## src/rtl/otter_hazard_unit.sv

```systemverilog
// Hazard/forwarding unit for the pipelined OTTER core with a shadow scoreboard of post-decode stages.
// Operand forwarding is built only when OTTER_HAZARD_FWD_EN is defined; otherwise every RAW hazard stalls.
module otter_hazard_unit #(
  parameter int XLEN       = 32,
  parameter int STAGES     = 3,
  parameter int LOAD_READY = 1
) (
  input  logic                   CLK,
  input  logic                   RESET,
  input  logic                   de_valid,
  input  logic [4:0]             de_rs1,
  input  logic [4:0]             de_rs2,
  input  logic                   de_rs1_used,
  input  logic                   de_rs2_used,
  input  logic [4:0]             de_rd,
  input  logic                   de_reg_write,
  input  logic                   de_is_load,
  input  logic                   hold,
  input  logic                   flush,
  input  logic [STAGES*XLEN-1:0] stage_data,
  output logic                   stall,
  output logic                   fwd_a_hit,
  output logic                   fwd_b_hit,
  output logic [XLEN-1:0]        fwd_a_data,
  output logic [XLEN-1:0]        fwd_b_data,
  output logic [31:0]            stall_count
);

  logic [STAGES-1:0]      entValid;
  logic [STAGES-1:0]      entRegWrite;
  logic [STAGES-1:0]      entIsLoad;
  logic [STAGES-1:0][4:0] entRd;

  logic            useA, useB;
  logic            foundA, foundB;
  logic            lateA, lateB;
  logic [XLEN-1:0] dataA, dataB;
  logic            issue;

  assign useA = de_valid && de_rs1_used && (de_rs1 != 5'd0);
  assign useB = de_valid && de_rs2_used && (de_rs2 != 5'd0);

  // Youngest-first search: the first matching entry is latched and older ones are ignored.
  always_comb begin
    foundA = 1'b0;
    foundB = 1'b0;
    lateA  = 1'b0;
    lateB  = 1'b0;
    dataA  = '0;
    dataB  = '0;
    for (int unsigned k = 0; k < STAGES; k++) begin
      if (!foundA && useA && entValid[k] && entRegWrite[k] && (entRd[k] == de_rs1)) begin
        foundA = 1'b1;
        lateA  = entIsLoad[k] && (k < LOAD_READY);
        dataA  = stage_data[k*XLEN +: XLEN];
      end
      if (!foundB && useB && entValid[k] && entRegWrite[k] && (entRd[k] == de_rs2)) begin
        foundB = 1'b1;
        lateB  = entIsLoad[k] && (k < LOAD_READY);
        dataB  = stage_data[k*XLEN +: XLEN];
      end
    end
  end

`ifdef OTTER_HAZARD_FWD_EN
  assign stall      = (foundA && lateA) || (foundB && lateB);
  assign fwd_a_hit  = foundA && !lateA;
  assign fwd_b_hit  = foundB && !lateB;
  assign fwd_a_data = fwd_a_hit ? dataA : '0;
  assign fwd_b_data = fwd_b_hit ? dataB : '0;
`else
  logic unusedFwd;
  assign unusedFwd  = lateA ^ lateB ^ (^dataA) ^ (^dataB);
  assign stall      = foundA || foundB;
  assign fwd_a_hit  = 1'b0;
  assign fwd_b_hit  = 1'b0;
  assign fwd_a_data = '0;
  assign fwd_b_data = '0;
`endif

  assign issue = de_valid && !stall && !flush;

  always_ff @(posedge CLK or posedge RESET) begin
    if (RESET) begin
      entValid    <= '0;
      entRegWrite <= '0;
      entIsLoad   <= '0;
      entRd       <= '0;
      stall_count <= '0;
    end else begin
      if (stall && (stall_count != '1))
        stall_count <= stall_count + 32'd1;
      if (!hold) begin
        entValid    <= {entValid[STAGES-2:0], issue};
        entRegWrite <= {entRegWrite[STAGES-2:0], de_reg_write};
        entIsLoad   <= {entIsLoad[STAGES-2:0], de_is_load};
        entRd       <= {entRd[STAGES-2:0], de_rd};
      end
    end
  end

endmodule

```

## config.mk

```make
export PLATFORM = sky130hd
export DESIGN_NAME = otter_hazard_unit
export DESIGN_NICKNAME = d
export VERILOG_FILES = /design/src/rtl/otter_hazard_unit.sv
export SDC_FILE = /design/constraint.sdc
export NUM_CORES = 1
export LEC_CHECK = 0
export CAP_MARGIN = 40
export CORE_MARGIN = 5
export CORE_UTILIZATION = 55
export CTS_CLUSTER_SIZE = 8
export DETAILED_ROUTE_END_ITERATION = 10
export DONT_BUFFER_PORTS = 1
export GPL_TIMING_DRIVEN = 0
export HOLD_SLACK_MARGIN = 0.1
export PLACE_DENSITY = 0.77
export REMOVE_ABC_BUFFERS = 1
export SLEW_MARGIN = 20
export SYNTH_ARGS = -nofsm -noshare
export SYNTH_HDL_FRONTEND = slang
export SYNTH_SLANG_ARGS = --single-unit
```

## constraint.sdc

```tcl
create_clock -name CLK -period 6.23 [get_ports CLK]
set_input_delay 0.9345 -clock CLK [delete_from_list [all_inputs] [get_ports CLK]]
set_output_delay 0.9345 -clock CLK [all_outputs]
set_load 0.005 [all_outputs]
```

; ---- Yosys cells after proc, flatten, opt, wreduce, memory -nomap -nowiden
; Index checks and enable logic that the tools add are counted.
[word_totals]
output_inout_bits = 99
input_bits = 120
ff_bits = 53
[op_classes]
n_eq_ne = 7
n_addsub = 1
mux = 6
n_reduce_logical = 38
[ops]
columns = op, count
row1 = $add 32x1->32 const B, 1
row2 = $ne 32x32->1 const B, 1
row3 = $eq 5x5->1, 6
row4 = $logic_and 1x1->1, 29
row5 = $reduce_bool 5->1, 2
row6 = $logic_not 1->1, 6
row7 = $mux 1, 6
row8 = $logic_or 1x1->1, 1

; ---- Depth between registers and ports, before layout
[depth]
ltp_word = 22
depth_mapped = 9
depth_no_buf = 8

; ---- Least setup slack after synthesis
; OpenSTA, ideal clock, no wires.
[synth_timing]
path_type = input to output
from = input de_rs1[1]
to = output stall
n_path_buf = 0
cell_stages = 5
setup_slack_ns = 3.287
t_arrival_ns = 2.008
path_cell_list = or4_1 > o211ai_2 > a31oi_4 > nor2_2 > inv_1
[synth_between]
elab_chain_cells = 19
[synth_rtl]
columns = element, line_no
row1 = "start, declared", 11  ; input logic [4:0] de_rs1,
row2 = $reduce_bool 5->1, 40  ; assign useA = de_valid && de_rs1_used && (de_rs1 != 5'd0);
row3 = $logic_and 1x1->1, 40
row4 = $logic_and 1x1->1 (3 in series), 52  ; if (!foundA && useA && entValid[k] && entRegWrite[k] && (entRd[k] == de_rs1)) begin
row5 = $mux 1, 52
row6 = $logic_not 1->1, 52
row7 = $logic_and 1x1->1 (4 in series), 52
row8 = $mux 1, 52
row9 = $logic_not 1->1, 52
row10 = $logic_and 1x1->1 (4 in series), 52
row11 = $mux 1 (*), 52
row12 = $logic_or 1x1->1 (*), 74  ; assign stall = foundA || foundB;
row13 = "end, declared", 21  ; output logic stall,
; Mark *: on every way between the ends. The rest lies on a longest branch, timed or not.

; ---- Worst setup path in the final report
[layout_timing]
from = input de_rs2[1]
to = output stall
[layout_between]
elab_chain_cells = 19
[layout_rtl]
columns = element, line_no
row1 = "start, declared", 12  ; input logic [4:0] de_rs2,
row2 = $reduce_bool 5->1, 41  ; assign useB = de_valid && de_rs2_used && (de_rs2 != 5'd0);
row3 = $logic_and 1x1->1, 41
row4 = $logic_and 1x1->1 (3 in series), 57  ; if (!foundB && useB && entValid[k] && entRegWrite[k] && (entRd[k] == de_rs2)) begin
row5 = $mux 1, 57
row6 = $logic_not 1->1, 57
row7 = $logic_and 1x1->1 (4 in series), 57
row8 = $mux 1, 57
row9 = $logic_not 1->1, 57
row10 = $logic_and 1x1->1 (4 in series), 57
row11 = $mux 1 (*), 57
row12 = $logic_or 1x1->1 (*), 74
; Marked as above.

==> impl_metrics.yaml <==
drt:
  drt_iter0_drc: 90
  vias_per_cell: 5.16
  drc: 0
  via_count: 2014
  firstDrtPassIters: 4
  drt-wirelength-per-cell_um: 15.8
  ant_nets: 0
  routed_wl_um: 6160
sta:
  clock.fmax_ghz: 0.319
  hold_viol: 0
  rsz0062_at_grt: "no"
  relSlewSlack: 0.477
  tightest_slew_ns: 0.782
  finalClockSkew_ns: 0.0142
  fin_crit_ns: 3.13
  setup-tns-final_ns: 0
  finalMaxSlewViolations: 0
  period_share: 0.502
  setup_viol_count_final: 0
critical_path:
  rr_worst_depth: 7
  cp-end-kind: "primary output"
  path_class: "in -> out"
  regToRegEndpoint: "stall_count[1]$_DFFE_PP0P_"
  path_max_fanout: 6
  rr_startpoint: "stall_count[0]$_DFFE_PP0P_"
  reg2reg_setup_slack_ns: 3.65
  cp_data_arrival_time_ns: 2.20
  crit_required_ns: 5.30
  critPathLaunchType: "input port"
die:
  io_pins: 219
  dieWidth_um: 86.9
  core_mm2: 0.00582
  die_area_mm2: 0.00755
  rows: 28
  die_h_um: 86.9
  start_util: 0.559
cts:
  ctsHoldBuffers: 0
  clkTransAtPathRegs_ns: 0.10
  cts_tree: "built"
  htreeDepth: 2
  post-cts-setup-buffers: 0
  root_buffer: "clkbuf_8"
  clkSinkCount: 53
  cts_made_buffers: 5
  cts-resized-gates: 0
  insertion_delay_ns: 0.31
  clockBufferDepth: 2
power_and_ir_drop:
  total_power_uw: 674
  intPower_uw: 488
  power_switching_uw: 186
  p_per_area_mw_per_mm2: 212
  leakage_uw: 0.00153
  seqPwrFrac: 0.586
  ir_worst_vdd_mv: 0.128
  combPwrFrac: 0.115
  pwr-share-clk: 0.298
  power_switching_share: 0.276
synth:
  synthDominantCellAreaShare: 0.408
  ys_types: 31
  seq_area_frac_synth: 0.408
  syn_area_mm2: 0.00325
  synth-seq-cells: 53
  synth_top_cell_by_area: "dfrtp_1"
  netlist_top_cells_area: "dfrtp_1 (41%), buf_4 (15%), xor2_1 (14%), mux2_2 (6.9%), nand4_1 (2.9%)"
  yosysWarnings: 0
  syn_avg_cell_area_um2: 10.4
  synthCells: 311
placed_design:
  dpl_cell_area_mm2: 0.00309
  port_buffers: 0
  globalplace.congestion: 0.820
  dp_hpwl_um: 4770
grt:
  grt_pass1_vias: 2009
  grt_remaining_overflow: 0
  grt_max_degree: 34
  antenna_found_initial: 0
  grt_pass1_wl_um: 9870
  grt_use_total: 0.164
min_path:
  hp-class: "in -> async"
outcome:
  status: "complete, no violations"
finish:
  finalInstanceArea_mm2: 0.00318
  finalNetCount: 435
  syn_to_final_growth_pct: -2.16
  diodes: 0
  drive_above_1_share: 0.130
flow_run:
  cap_violations: 0
logic make-up after synthesis:
group           share of synthesized area
fa+ha+maj                         0.00385
compound gates                     0.0254
other cells                       0.00115
xor+xnor                            0.164
buf+inv                             0.168
simple gates                        0.157
mux                                0.0728
flops                               0.408
cell usage in the layout, fill, tap and decap left out, types with 2 or more instances in the layout:
cell type / n
and3_1: 3
and4_1: 3
clkbuf_8: 5
conb_1: 66
dfrtp_1: 53
inv_1: 5
mux2_2: 20
nand2_1: 11
nand3_1: 10
nand3b_1: 2
nand4_1: 15
nor2_1: 20
nor3_1: 10
nor3_2: 3
nor4_1: 6
nor4_2: 3
o211ai_1: 2
or3_1: 2
or4_1: 2
xnor2_1: 10
xor2_1: 51
cells in the mapped netlist:
master and number:
nor4_1 6, buf_6 1, mux2_2 20, nand3b_1 2, a31oi_4 1, conb_1 1, o21ai_0 1, nor2_1 20
o21ai_4 1, or3_1 2, and3_1 3, nand2_1 11, nand3_1 10, nor2_2 1, dfrtp_1 53, o211ai_1 2
nand4_1 15, xor2_1 51, ha_1 1, nor3_2 3, a31oi_2 1, buf_1 2, or4_1 2, inv_1 6
nor3_1 10, mux2_1 1, o211ai_2 1, buf_4 67, and4_1 3, xnor2_1 10, nor4_2 3
worst max-delay path: stages:
cell      delay, ns
or4_1          0.52
o211ai_1       0.25
a31oi_2        0.11
nor2_2         0.27
inv_1          0.10
final cells by class:
class                      instances  area [µm²]
sequential                        53        1330
multi-input combinational        247        1620
fill                             515        2640
tap                               75        93.8
timing repair buffer               1        20.0
inverter                           6        22.5
clock inverter                     3        25.0
clock buffer                       5        68.8
per-layer routing:
layer | vias to the layer above | track usage | part of all wire
met5 | - | 0 | 0
met4 | 0 | 0.0581 | 0.021
met3 | 13 | 0.0577 | 0.087
met2 | 87 | 0.275 | 0.51
met1 | 981 | 0.194 | 0.38
li1 | 933 | - | -
power groups by stage:
| stage | registers (µW) | logic [µW] | clock network, µW |
|---|---|---|---|
| 6_report | 395 | 77.9 | 201 |
| 5_1_grt | 399 | 88.8 | 221 |
| 4_1_cts | 395 | 77.3 | 207 |
| 3_5_place_dp | 402 | 77.1 | 0 |
| 3_3_place_gp | 401 | 72.6 | 0 |
| 2_1_floorplan | 394 | 66.4 | 0 |
worst max-delay path by stage:
stage	from	slack [ns]	to	cells past startpoint
floorplan	de_rs1[1]	3.29	stall	5
global placement	de_rs2[1]	3.09	stall	5
detailed placement	de_rs2[1]	3.08	stall	5
CTS	de_rs2[1]	3.08	stall	5
global route	de_rs2[1]	2.99	stall	5
finish	de_rs2[1]	3.10	stall	5
sequential cells by signal, indices dropped and copies added (netlist names):
signal and cells:
entRd 15, stall_count 32, entValid 3, entRegWrite 3
metrics by stage:
step / instances / hold slack [ns] / setup WS (ns) / utilization
global placement: 381 / 0.503 / 3.09 / 0.527
floorplan: 306 / 0.477 / 3.29 / -
global route: 390 / 0.529 / 2.99 / 0.547
detailed placement: 382 / 0.509 / 3.08 / 0.531
CTS: 390 / 0.518 / 3.08 / 0.547
finish: 390 / 0.512 / 3.10 / 0.547
Note: power is estimated with default switching activity, not from simulation.
